### config.mk
export PLATFORM = sky130hd
export DESIGN_NAME = imem_fetch_ctrl
export DESIGN_NICKNAME = d
export VERILOG_FILES = /design/src/rtl/imem_fetch_ctrl.sv
export SDC_FILE = /design/constraint.sdc
export NUM_CORES = 1
export LEC_CHECK = 0
export CORE_UTILIZATION = 35
export CTS_BUF_LIST = sky130_fd_sc_hd__clkbuf_4
export DETAILED_ROUTE_END_ITERATION = 12
export PLACE_DENSITY_LB_ADDON = 0.05
export REMOVE_ABC_BUFFERS = 1
export SYNTH_ARGS = -nofsm -noshare
export SYNTH_HDL_FRONTEND = slang
export SYNTH_SLANG_ARGS = --single-unit
### constraint.sdc
create_clock -name clk -period 3.6 [get_ports clk]
set_input_delay 0.36 -clock clk [delete_from_list [all_inputs] [get_ports clk]]
set_output_delay 0.36 -clock clk [all_outputs]
set_load 0.1 [all_outputs]
### src/rtl/imem_fetch_ctrl.sv
// Instruction fetch controller: PC sequencing, one in-flight read, 2-entry FIFO.
// Define IMEM_BOUNDS_CHECK_EN to enable the sticky out-of-range fetch fault.
module imem_fetch_ctrl #(
  parameter logic [31:0] RESET_PC  = 32'h0000_0000,
  parameter int          MEM_BYTES = 4096
) (
  input  logic        clk,
  input  logic        rst_n,
  input  logic        fetch_en,
  input  logic        redirect_valid,
  input  logic [31:0] redirect_pc,
  output logic [31:0] mem_addr,
  input  logic [31:0] mem_rdata,
  output logic        out_valid,
  input  logic        out_ready,
  output logic [31:0] out_instr,
  output logic [31:0] out_pc,
  output logic        fault
);

  typedef enum logic [1:0] {
    S_RUN,
    S_HALT,
    S_FAULT
  } state_t;

  state_t      state_q;
  state_t      state_d;
  logic [31:0] pc_q;
  logic        inflight;
  logic [31:0] inflight_pc;
  logic [1:0]  count;
  logic        rd_ptr;
  logic        wr_ptr;
  logic [31:0] pc_mem [2];
  logic [31:0] ins_mem [2];

  logic        pop;
  logic        push;
  logic        try_issue;
  logic        issue;
  logic        oob;
  logic [2:0]  credit;
  logic [31:0] target;

  assign target    = redirect_pc & ~32'd3;
  assign mem_addr  = pc_q;
  assign out_valid = (count != 2'd0);
  assign out_instr = ins_mem[rd_ptr];
  assign out_pc    = pc_mem[rd_ptr];

  assign pop    = out_valid & out_ready;
  assign push   = inflight & ~redirect_valid;
  assign credit = {1'b0, count} + {2'b00, inflight} - {2'b00, pop};

  assign try_issue = (state_q == S_RUN) & fetch_en
                   & ~redirect_valid & (credit < 3'd2);
  assign issue = try_issue & ~oob;

`ifdef IMEM_BOUNDS_CHECK_EN
  logic fault_q;

  assign oob   = (pc_q >= 32'(MEM_BYTES));
  assign fault = fault_q;

  always_ff @(posedge clk or negedge rst_n) begin
    if (!rst_n) begin
      fault_q <= 1'b0;
    end else if (redirect_valid) begin
      fault_q <= 1'b0;
    end else if (try_issue & oob) begin
      fault_q <= 1'b1;
    end
  end
`else
  assign oob   = 1'b0;
  assign fault = 1'b0;
`endif

  always_comb begin
    state_d = state_q;
    unique case (1'b1)
      redirect_valid:
        state_d = S_RUN;
      try_issue & oob:
        state_d = S_FAULT;
      ~redirect_valid & (state_q == S_RUN) & ~fetch_en:
        state_d = S_HALT;
      ~redirect_valid & (state_q == S_HALT) & fetch_en:
        state_d = S_RUN;
      default: ;
    endcase
  end

  always_ff @(posedge clk or negedge rst_n) begin
    if (!rst_n) begin
      state_q     <= S_RUN;
      pc_q        <= {RESET_PC[31:2], 2'b00};
      inflight    <= 1'b0;
      inflight_pc <= 32'd0;
      count       <= 2'd0;
      rd_ptr      <= 1'b0;
      wr_ptr      <= 1'b0;
      pc_mem[0]   <= 32'd0;
      pc_mem[1]   <= 32'd0;
      ins_mem[0]  <= 32'd0;
      ins_mem[1]  <= 32'd0;
    end else begin
      state_q  <= state_d;
      inflight <= issue;
      if (issue) begin
        inflight_pc <= pc_q;
        pc_q        <= pc_q + 32'd4;
      end
      // Redirect drops the FIFO and the in-flight response alike
      if (redirect_valid) begin
        pc_q   <= target;
        count  <= 2'd0;
        rd_ptr <= 1'b0;
        wr_ptr <= 1'b0;
      end else begin
        if (push) begin
          pc_mem[wr_ptr]  <= inflight_pc;
          ins_mem[wr_ptr] <= mem_rdata;
          wr_ptr          <= ~wr_ptr;
        end
        if (pop) begin
          rd_ptr <= ~rd_ptr;
        end
        unique case ({push, pop})
          2'b10:   count <= count + 2'd1;
          2'b01:   count <= count - 2'd1;
          default: count <= count;
        endcase
      end
    end
  end

  a_no_overflow: assert property (
    @(posedge clk) disable iff (!rst_n) !(push && count == 2'd2)
  );

  a_mem_pow2: assert property (
    @(posedge clk) (MEM_BYTES & (MEM_BYTES - 1)) == 0
  );

endmodule

-- After elaboration in Yosys (flattened, before gate mapping)
Cells that the tools add are included.
W data, S select, Z words.
- output and inout bits: 98
- input port bits: 69
- register bits: 199
- logic and storage cells: 67
- $lt $le $gt $ge: 4
- equal/unequal tests: 3
- bitwise gates (word level): 15
- add/sub/neg operators: 5
- reductions and logical operators: 10
- multiplexer cells: 19
- operator list (operator ; count):
    $mux W32 ; 9
    $bwmux W64 ; 2
    $add A32 B3 Y32 const B ; 1
    $demux W32 S1 ; 1
    $reduce_bool A2 Y1 ; 5
    $and A1 B1 Y1 ; 9
    $pmux W2 S2 ; 2
    $eq A2 B1 Y1 const B ; 2
    $ge A2 B2 Y1 const B ; 2
    $mux W1 ; 4
    $not A1 Y1 ; 4
    $not A1 Y2 ; 2
    $add A2 B1 Y3 ; 1
    $lt A3 B2 Y1 const B ; 1
    $reduce_bool A3 Y1 ; 1
    $sub A3 B1 Y3 ; 1
    $add A2 B1 Y2 const B ; 1
    $eq A2 B2 Y1 const B ; 1
    $logic_not A2 Y1 ; 1
    $lt A2 B1 Y1 const B ; 1
    $mux W2 ; 1
    $reduce_and A2 Y1 ; 1
    $reduce_or A2 Y1 ; 1
    $sub A2 B1 Y2 const B ; 1
    $logic_and A1 B1 Y1 ; 1

-- Logic depth before layout (Yosys ltp)
Gate-level depths: netlist of run 1.
- depth in word-level cells: 7
- depth in mapped cells: 14
- mapped depth without buffers: 12

-- Least setup slack after synthesis of run 1
Ideal clock, no wire load.
- path kind: flip-flop to flip-flop
- from: register count[1]
- to: register pc_q[13], in the netlist mem_addr[13]
- buffers on the path: 2
- library setup time: 0.167 ns
- required time: 3.433 ns
- period minus slack after synthesis: 3.465 ns
- path slack: 0.135 ns
- arrival: 3.298 ns
- cell stages (with the launch flop): 15
- cell sequence: dfrtp_1 -> or2_2 -> nand2_1 -> inv_1 -> ha_1 -> nand2b_1 -> fa_1 -> nand2_1 -> or4_1 -> buf_2 -> clkinv_4 -> buf_4 -> nand4_1 -> nand3b_1 -> o211ai_1
- word-level cells in the longest chain between the ends: 6
- elaborated cells between the ends (all ways): 7
- classes of those cells: add/sub (2); order compare (1); bitwise (2); reduce/logical (2)
- ends and longest elaborated chain (item ; line ; source):
    from (decl) ; 32 ; logic [1:0] count;
    from (signal assigned) ; 131 ; 2'b10: count <= count + 2'd1;
    from (signal assigned) ; 132 ; 2'b01: count <= count - 2'd1;
    from (signal assigned) ; 133 ; default: count <= count;
    $reduce_bool A2 Y1 ; 48 ; assign out_valid = (count != 2'd0);
    named net out_valid ; 14 ; output logic out_valid,
    $and A1 B1 Y1 ; 52 ; assign pop = out_valid & out_ready;
    $sub A3 B1 Y3 ; 54 ; assign credit = {1'b0, count} + {2'b00, inflight} - {2'b00, pop};
    $lt A3 B2 Y1 ; 57 ; & ~redirect_valid & (credit < 3'd2);
    $and A1 B1 Y1 ; 57 ;
    $reduce_bool A2 Y1 (no line) ; -- ;
    to (signal assigned) ; 98 ; pc_q <= {RESET_PC[31:2], 2'b00};
    to (signal assigned) ; 113 ; pc_q <= pc_q + 32'd4;
    to (signal assigned) ; 117 ; pc_q <= target;
    to (decl) ; 29 ; logic [31:0] pc_q;
The timed path passes the listed nets, and every way through them passes these cells.
A chain may end at the register's enable or synchronous reset.

-- Worst setup path in the final report of run 1
- from: register count[0]
- to: register pc_q[29], in the netlist mem_addr[29]
- word-level cells in the longest chain between the ends: 6
- elaborated cells between the ends (all ways): 7
- classes of those cells: add/sub (2); order compare (1); bitwise (2); reduce/logical (2)
- ends and longest elaborated chain (item ; line):
    parallel branches: the longest is 2 deep, another holds $add A2 B1 Y3 ; --
    $sub A3 B1 Y3 (*) ; 54
    $lt A3 B2 Y1 (*) ; 57
    $and A1 B1 Y1 (*) ; 57
    $reduce_bool A2 Y1 (no line) (*) ; --
Mark *: on every way between the ends.

==> metrics.md, run 1 <==
| Metric | Value |
|---|---|
| Core box area | `0.0238 sq mm` |
| Die area | `0.0251 sq mm` |
| FMAX | `0.297 GHz` |
| Hold Slack | `0.210 ns` |
| Hpwl dp | `13.8 mm` |
| Warning count from the yosys run | `0` |
| Final nets | `940` |
| GPL Wtd Cong | `0.779` |
| Post-Syn Area | `0.00857 sq mm` |
| Worst path arrival time | `3.88 ns` |
| Worst r2r src | `count[0]` |
| Register bit total from synthesis | `190` |
| Max-slew headroom | `31.1%` |
| Cell Area, Placed | `0.0104 sq mm` |
| Detailed router's first-iteration violation count | `360` |
| Fin cells | `1204` |
| Port bufs | `159` |
| First-pass GRT wire length | `33.1 mm` |
| Setup slack after placement | `0.0235 ns` |
| Largest fanout on the critical path | `24` |
| Initial antenna violation count | `2` |
| Slew Viols, Final | `0` |
| Synth top area cells | `dfrtp_1 (55%), mux2_2 (24%), nand2_1 (5.4%)` |
| Final setup fails | `0` |
| Met2 WL | `10.2 mm` |
| Starting Density | `36.1%` |
| Startpoint types | `register` |
| Max_cap viols | `0` |
| H-tree Lvls | `4` |
| CTS sink count | `190` |
| RSZ-0062 raised after global routing | `false` |
| Number of synthesized flops with an enable pin | `0` |
| P_leak | `4.86 nW` |
| Post-DR vias/cell | `4.94` |
| Met1 Wirelength | `9.63 mm` |
| Power Dens Cells | `955 mW/mm^2` |
| CP max stage cell | `or4_4` |
| Largest net degree at the start of global routing | `78` |
| Setup ws final | `0.235 ns` |
| Worst path cell trace | `or2_2, nand2_1, inv_1, ha_1, nand2b_1, fa_1, nand2_1, or4_4, buf_4, or4_1, nand3_1` |
| # DRC | `0` |
| Avg Cell Area, Syn | `12.1 sq um` |
| Root buffer cell | `clkbuf_4` |
| Synth Flop Type | `dfrtp_1` |
| Worst skew pair latency | `0.57 ns` |
| Tmin final | `3.36 ns` |
| CTS tree | `yes` |
| Post-Route WL | `20.8 mm` |
| Crit path from | `count[0]` |
| GRT Util Overall | `17.2%` |
| Skew final | `0.0292 ns` |
| Crit Path Class | `reg -> reg` |
| Syn Inst Count | `707` |
| Layout cell share with drive strength beyond 1 | `35.5%` |
| Inst Count DP | `1162` |
| Final core utilization | `45.0%` |
| Unique masters post-synth | `48` |
| Uppermost layer routed | `met4` |
| Die height | `159 um` |
| Sequential element share of the synthesized area | `55.5%` |
| Grt ovf | `0` |
| Crit path largest cell delay | `0.53 ns` |
| Area Overhead vs Synth | `24.7%` |
| Vias in the first global route | `6152` |
| Worst hold path class | `in -> reg` |
| Critical Path RT | `4.12 ns` |
| DR WL/cell | `17.3 um` |
| Via count | `5951` |
| Share of the synthesized area in the top cell type | `55.5%` |
| Worst VDD drop | `0.000477 V` |
| Asr flop ratio synth | `100%` |
| Final hold vios | `0` |
| Yosys top cell by area | `dfrtp_1` |
| Worst-Margin Slew | `1.03 ns` |
| Clock transition at path regs | `0.17 ns` |
| CTS buffer count | `17` |
| Antenna Nets Post-Route | `0` |
| Max Root-Sink Buffers | `2` |
| Area of the multi-input gates | `0.00360 sq mm` |
| CP Capture Type | `register` |
| Final period utilization | `93.5%` |
| Status | `finished clean` |
| HP Start | `redirect_valid` |
| Fillers | `2190` |
| Die extent in x | `159 um` |
| I/O Pins | `167` |
| Row cnt | `56` |
| Routed met3 length | `835 um` |
| First-pass iteration count of the detailed router | `4` |
| CP most frequent cell | `nand2_1` |
| Storage element area | `0.00476 sq mm` |
| Finished Cell Area | `0.0107 sq mm` |
==> per-stage QoR <==
step | TNS [ns] | total power, mW
after floorplan | -32.05 | 7.99
after global placement | 0 | 9.09
final | 0 | 10.2
after global routing | 0 | 10.7
after CTS | 0 | 10.3
after detailed placement | 0 | 9.21
==> worst max-delay path: cells and delay by family (launching register included) <==
family	cells	cell delay, ns
DFF	1	0.46
and+or+nand+nor	7	1.80
adders and majority gates	2	0.75
buffers and inverters	2	0.31
==> cells by family (layout without fill, tap and decap cells) <==
group / count (synthesis) / after routing / synth area share, %
compound gates: 58 / 58 / 4.49
flops: 190 / 190 / 55.5
other cells: 1 / 9 / 0.0437
buf+inv: 52 / 222 / 2.83
fa+ha+maj: 3 / 3 / 0.525
xor+xnor: 6 / 6 / 0.613
simple gates: 212 / 212 / 11.7
mux: 185 / 185 / 24.3
==> synthesized netlist by cell type (7+ instances only) <==
master,n
inv_1,7
nand3_1,18
dfrtp_1,190
nor2b_1,7
buf_1,9
o211ai_1,8
clkbuf_1,13
buf_2,15
nand4_1,11
nand2_1,123
mux2_2,185
nor2_1,15
o21ai_0,22
==> cell type report <==
class                   instances  share of cell area [%]
clock inverters                14                    1.16
inverters                       8                   0.351
multi-input cells             469                    33.7
flip-flops and latches        190                    44.5
diodes                          4                  0.0936
well taps                     319                    3.73
clock buffers                  18                    1.26
repair buffers                182                    15.2
==> flip-flops by register name (all words and copies together), names as in the netlist <==
name,flops
count,2
inflight,1
inflight_pc,30
ins_mem,64
mem_addr,30
pc_mem,60
rd_ptr,1
state_q,1
wr_ptr,1
==> cell usage in the layout (no fill, tap or decap), types with 4 or more instances in the layout <==
cell / instances
mux2_2: 185
nor2b_1: 7
clkbuf_4: 18
o211ai_1: 8
diode_2: 4
clkdlybuf4s50_1: 95
conb_1: 5
o21ai_0: 22
nor2_1: 15
buf_4: 83
dfrtp_1: 189
nand2_1: 123
xnor2_1: 4
a31oi_1: 5
or3_1: 5
inv_1: 7
a22oi_1: 4
nand4_1: 11
o311ai_0: 6
and3_1: 6
nand3_1: 18
inv_6: 6
nand3b_1: 6
==> routing by layer <==
metal	vias up	track usage, %
met4	0	4.17
li1	2821	-
met2	148	29.0
met1	2973	22.6
met5	-	0
met3	9	3.51
==> power breakdown <==
group	switching [mW]	internal [mW]
logic	4.06	1.58
registers	0.540	2.94
clock network	0.778	0.307
==> worst paths after layout <==
| path | slack (ns) | to | cells after the start |
|---|---|---|---|
| worst max-delay path | 0.24 | mem_addr[29] | 11 |
| worst min-delay path | 0.21 | wr_ptr | 2 |
| worst max register to register | 0.24 | mem_addr[29] | 11 |
| worst min register to register | 0.51 | pc_mem[18] | 2 |
| max in group asynchronous | 2.29 | pc_mem[37] | 3 |
| min in group asynchronous | 0.33 | ins_mem[27] | 2 |
==> timing repair <==
action	CTS	global route
setup endpoints to repair	0	17
buffers inserted	0	5
endpoints found under the hold margin	73	0
resized for setup	0	2
hold buffers	1	0
No activity file was read; power rests on OpenSTA's default activity.
==> inputs of run 2 (changes only) <==
--- a/config.mk
+++ b/config.mk
@@ -5,6 +5,8 @@
 export SDC_FILE = /design/constraint.sdc
 export NUM_CORES = 1
 export LEC_CHECK = 0
+export CORE_ASPECT_RATIO = 1.4
+export CORE_MARGIN = 1.5
 export CORE_UTILIZATION = 35
 export CTS_BUF_LIST = sky130_fd_sc_hd__clkbuf_4
 export DETAILED_ROUTE_END_ITERATION = 12
==> run 2 against run 1 <==
Compared with the run above: cell count is 1.6% lower; total power is 0.76% higher; clock skew is 0.0070 ns lower; global-route usage is 0.091 points lower; largest cell class unchanged; non-clock buffer count is 7 lower; maximum frequency hardly changed; critical endpoint unchanged; worst setup slack better by 0.0028 ns; routed wire length is 2.2% higher; clock power is 6% higher; highest routed layer unchanged; final area is 0.33% lower.
==> metrics.md, run 2 (synthesis results as in run 1) <==
| Metric | Value |
|---|---|
| Status | `finished clean` |
| FMAX | `0.297 GHz` |
| Area of the multi-input gates | `0.00360 sq mm` |
| Layout cell share with drive strength beyond 1 | `34.8%` |
| # DRC | `0` |
| Largest fanout on the critical path | `59` |
| Worst hold path class | `in -> reg` |
| Fillers | `2274` |
| Final hold vios | `0` |
| GRT Util Overall | `17.1%` |
| CP most frequent cell | `nand2_1` |
| I/O Pins | `167` |
| Commonest cells after routing, fill and taps aside | `dfrtp_1 (189), mux2_2 (185), nand2_1 (123)` |
| Final period utilization | `93.4%` |
| Crit Path Class | `reg -> reg` |
| Crit path largest cell delay | `0.54 ns` |
| P_leak | `4.84 nW` |
| Startpoint types | `register` |
| Max reg flops | `64` |
| Final setup fails | `0` |
| CTS tree | `yes` |
| Clock transition at path regs | `0.16 ns` |
| Hpwl dp | `13.8 mm` |
| Post-Route WL | `21.3 mm` |
| Worst Path Buf+Inv | `2` |
| Detailed router's first-iteration violation count | `278` |
| Post-CTS setup buffer count | `0` |
| Final nets | `933` |
| Post-route setup TNS | `0 ns` |
| Critical Path RT | `4.10 ns` |
| Max-slew headroom | `30.0%` |
| GPL Wtd Cong | `0.781` |
| First-pass iteration count of the detailed router | `4` |
| Die extent in x | `135 um` |
| Slew Viols, Final | `0` |
| Area Overhead vs Synth | `24.3%` |
| CP max stage cell | `or4_4` |
| Grt ovf | `0` |
| Most flop-heavy register | `ins_mem` |
| Storage element area | `0.00476 sq mm` |
| Finished Cell Area | `0.0107 sq mm` |
| Worst path arrival time | `3.86 ns` |
| Max_cap viols | `0` |
| Initial antenna violation count | `1` |
| Cell Area, Placed | `0.0104 sq mm` |
| Port bufs | `159` |
| Antenna Nets Post-Route | `0` |
| Row cnt | `67` |
| Via count | `5944` |
| Max Root-Sink Buffers | `2` |
| CTS sink count | `190` |
| DR WL/cell | `17.9 um` |
| Die area | `0.0255 sq mm` |
| H-tree Lvls | `4` |
| Starting Density | `35.8%` |
| First-pass GRT wire length | `33.9 mm` |
| Pwr Total | `10.3 mW` |
| Worst VDD drop | `0.000490 V` |
| Worst-Margin Slew | `1.05 ns` |
| Worst path cell trace | `or2_2, nand2_1, inv_1, ha_1, nand2b_1, fa_1, nand2_1, or4_4, buf_12, or4_1, nand3_1` |
| Vias in the first global route | `6287` |
| Post-DR vias/cell | `5.02` |
| Tmin final | `3.36 ns` |
| Final core utilization | `44.4%` |
| Top cell family by delay on the critical path | `simple AND/OR/NAND/NOR gates` |
| Largest net degree at the start of global routing | `95` |
| CTS buffer count | `17` |
| Hold Slack | `0.156 ns` |
| Root buffer cell | `clkbuf_4` |
| Power Dens Cells | `965 mW/mm^2` |
| Largest registers | `ins_mem: 64 flops, pc_mem: 60 flops` |
| CP Capture Type | `register` |
| Die height | `188 um` |
| Worst skew pair latency | `0.56 ns` |
| Skew final | `0.0223 ns` |
| Commonest non-fill, non-tap cell in the layout | `dfrtp_1` |
| Core box area | `0.0240 sq mm` |
| RSZ-0062 raised after global routing | `false` |
run 2: layer usage:
metal	GRT usage (%)	vias to the layer above	wire [um]
met1	22.0	3008	9480
met3	3.55	18	774
met4	5.54	0	365
met5	0	-	0
met2	28.8	128	10600
li1	-	2790	-
run 2: timing repair:
item / in CTS / in global routing
gates resized for setup: 0 / 3
endpoints found under the setup margin: 0 / 16
hold buffers: 1 / 0
endpoints found under the hold margin: 92 / 0
run 2: report_power, final:
| group | switching (mW) | internal [mW] | leakage (nW) |
|---|---|---|---|
| registers | 0.553 | 2.94 | 2.41 |
| clock network | 0.725 | 0.422 | 0.147 |
| logic | 4.07 | 1.58 | 2.29 |
run 2: path summary, 6_finish.rpt:
check	startpoint	to	slack, ns	cells after the start
max	count[0]	mem_addr[29]	0.24	11
min	redirect_valid	rd_ptr	0.16	2
max reg2reg	count[0]	mem_addr[29]	0.24	11
min reg2reg	inflight_pc[30]	inflight_pc[30]	0.51	2
max in group asynchronous	rst_n	ins_mem[6]	2.23	3
min in group asynchronous	rst_n	ins_mem[58]	0.41	2
run 2: area by class of cell:
cell class | count | area share, %
Inverter | 8 | 0.399
Clock buffer | 18 | 1.27
Clock inverter | 14 | 1.34
Tap cell | 310 | 3.64
Sequential cell | 190 | 44.7
Antenna cell | 1 | 0.0235
Multi-Input combinational cell | 469 | 33.8
Timing Repair Buffer | 175 | 14.9
run 2: through the flow:
| stage | setup WS (ns) | instances |
|---|---|---|
| 2_1_floorplan | -0.869 | 667 |
| 3_3_place_gp | 0.0934 | 1151 |
| 3_5_place_dp | 0.0425 | 1151 |
| 4_1_cts | 0.0817 | 1184 |
| 5_1_grt | 0.0346 | 1185 |
| 6_report | 0.238 | 1185 |
==> inputs of run 3 (changes only) <==
--- a/config.mk
+++ b/config.mk
@@ -11,7 +11,6 @@
 export CTS_BUF_LIST = sky130_fd_sc_hd__clkbuf_4
 export DETAILED_ROUTE_END_ITERATION = 12
 export PLACE_DENSITY_LB_ADDON = 0.05
-export REMOVE_ABC_BUFFERS = 1
 export SYNTH_ARGS = -nofsm -noshare
 export SYNTH_HDL_FRONTEND = slang
 export SYNTH_SLANG_ARGS = --single-unit
==> run 3 against run 2 <==
Compared with the run above: core utilization grew 0.19 points; highest routed layer unchanged; critical path depth is 2 higher; clock-buffer cell count did not move; worst setup slack better by 0.11 ns; hold slack better by 0.0067 ns; non-clock buffer count is 1 lower; final area is 0.43% higher; register-to-register slack improved by 0.11 ns; cell count is essentially flat; clock skew barely moved; via count up 0.29%; critical path type unchanged; flip-flop and latch count stayed put; largest cell class unchanged.
==> metrics.md, run 3 (synthesis results as in run 1) <==
| Metric | Value |
|---|---|
| Status | `finished clean` |
| Antenna Nets Post-Route | `0` |
| CTS tree | `yes` |
| Largest net degree at the start of global routing | `105` |
| Row cnt | `67` |
| GRT Util Overall | `16.5%` |
| HP Start | `redirect_valid` |
| Crit Path Class | `reg -> reg` |
| R2r setup slk | `0.35 ns` |
| Clock transition at path regs | `0.15 ns` |
| Commonest non-fill, non-tap cell in the layout | `dfrtp_1` |
| Most flop-heavy register | `ins_mem` |
| CP Capture Type | `register` |
| First-pass iteration count of the detailed router | `4` |
| Worst flop-to-flop path endpoint | `mem_addr[14]` |
| Die extent in x | `135 um` |
| Skew final | `0.0220 ns` |
| Commonest cells after routing, fill and taps aside | `dfrtp_1 (189), mux2_2 (185), nand2_1 (123)` |
| Largest registers | `ins_mem: 64 flops, pc_mem: 60 flops` |
| Final period utilization | `90.2%` |
| Worst hold path class | `in -> reg` |
| Tmin final | `3.25 ns` |
| Post-route setup TNS | `0 ns` |
| Largest fanout on the critical path | `14` |
| Vias in the first global route | `6300` |
| Core box area | `0.0240 sq mm` |
| Post-DR vias/cell | `5.03` |
| Root buffer cell | `clkbuf_4` |
| Fillers | `2305` |
| Worst-Margin Slew | `0.984 ns` |
| Finished Cell Area | `0.0107 sq mm` |
| Starting Density | `35.8%` |
| # DRC | `0` |
| Die area | `0.0255 sq mm` |
| Max reg flops | `64` |
| Storage element area | `0.00476 sq mm` |
| Crit path largest cell delay | `0.54 ns` |
| DR WL/cell | `17.0 um` |
| CP most frequent cell | `nand2_1` |
| FMAX | `0.308 GHz` |
| CTS sink count | `190` |
| I/O Pins | `167` |
| R2r worst-path depth | `13` |
| Area Overhead vs Synth | `24.8%` |
| Layout cell share with drive strength beyond 1 | `34.9%` |
| Final hold vios | `0` |
| Slew Viols, Final | `0` |
| Grt ovf | `0` |
| Max Root-Sink Buffers | `2` |
| Endpoint, Worst Hold | `state_q[0]` |
| Critical Path RT | `4.04 ns` |
| RSZ-0062 raised after global routing | `false` |
| Via count | `5961` |
| Worst path arrival time | `3.69 ns` |
| First-pass GRT wire length | `33.0 mm` |
| Top cell family by delay on the critical path | `simple AND/OR/NAND/NOR gates` |
| Hpwl dp | `13.2 mm` |
| Post-Route WL | `20.1 mm` |
| Detailed router's first-iteration violation count | `247` |
| Final nets | `932` |
| Worst Path Buf+Inv | `3` |
| Max_cap viols | `0` |
| Worst path cell trace | `or2_2, nand2_1, inv_1, ha_1, nand2b_1, fa_1, nand2_1, or4_4, clkinv_4, nor2_2, buf_4, o21ai_0, o311ai_0` |
| Hold Path Depth | `2` |
| H-tree Lvls | `4` |
| CTS buffer count | `17` |
| GPL Wtd Cong | `0.798` |
| Post-CTS setup buffer count | `0` |
| Cell Area, Placed | `0.0104 sq mm` |
| Initial antenna violation count | `1` |
| Port bufs | `159` |
| Worst skew pair latency | `0.56 ns` |
| Startpoint types | `register` |
| CP max stage cell | `or4_4` |
| Die height | `188 um` |
| Final core utilization | `44.6%` |
| Area of the multi-input gates | `0.00360 sq mm` |
| Max-slew headroom | `34.2%` |
| Worst r2r src | `count[0]` |
| Final setup fails | `0` |
## run 3: cell types whose count changed in the layout (fill, tap and decap cells not counted), sizes merged
cell	before	now
buf	78	77
inv	10	8
clkinv	8	10
clkinvlp	2	1
bufinv	2	3
## run 3: final cells by class
class	count	share of cell area, %
Clock inverter	14	1.58
Multi-Input combinational cell	469	33.7
Antenna cell	1	0.0234
Clock buffer	18	1.26
Tap cell	310	3.62
Inverter	8	0.327
Sequential cell	190	44.4
Timing Repair Buffer	174	15.1
## run 3: worst max path at each step
| stage | start | endpoint | cells after the start |
|---|---|---|---|
| finish | count[0] | mem_addr[14] | 13 |
| global route | count[0] | mem_addr[14] | 13 |
| CTS | count[0] | mem_addr[27] | 11 |
| detailed placement | out_ready | mem_addr[9] | 13 |
| global placement | out_ready | mem_addr[27] | 11 |
| floorplan | count[1] | mem_addr[13] | 14 |
## run 3: metal layers
metal	track usage (%)	vias up	share of wire, %
met2	26.8	167	49
met3	3.79	13	4.8
met4	4.71	0	1.2
met5	0	-	0
li1	-	2797	-
met1	21.9	2984	45
## run 3: worst register-to-register path, cell delays in order (launching register included)
cell	delay (ns)
dfrtp_1	0.45
or2_2	0.32
nand2_1	0.09
inv_1	0.04
ha_1	0.26
nand2b_1	0.15
fa_1	0.48
nand2_1	0.05
or4_4	0.54
clkinv_4	0.14
nor2_2	0.08
buf_4	0.21
o21ai_0	0.18
o311ai_0	0.15
## run 3: stage by stage
stage          setup WS, ns  std cells  hold slack, ns
4_1_cts               0.136       1183          0.0997
3_5_place_dp         0.0479       1150           0.485
3_3_place_gp         0.0894       1150           0.459
2_1_floorplan         0.135        711          0.0644
6_report              0.351       1184           0.162
5_1_grt               0.181       1184          0.0892
## run 3: repair_timing
item | in CTS | in global routing
endpoints found under the setup margin | 0 | 4
hold endpoints to repair | 102 | 0
hold buffers | 1 | 0
gates resized for setup | 0 | 1
Power of run 3 is not shown: default switching activity piles up to over one toggle a cycle in this logic, so the estimate is an artifact.
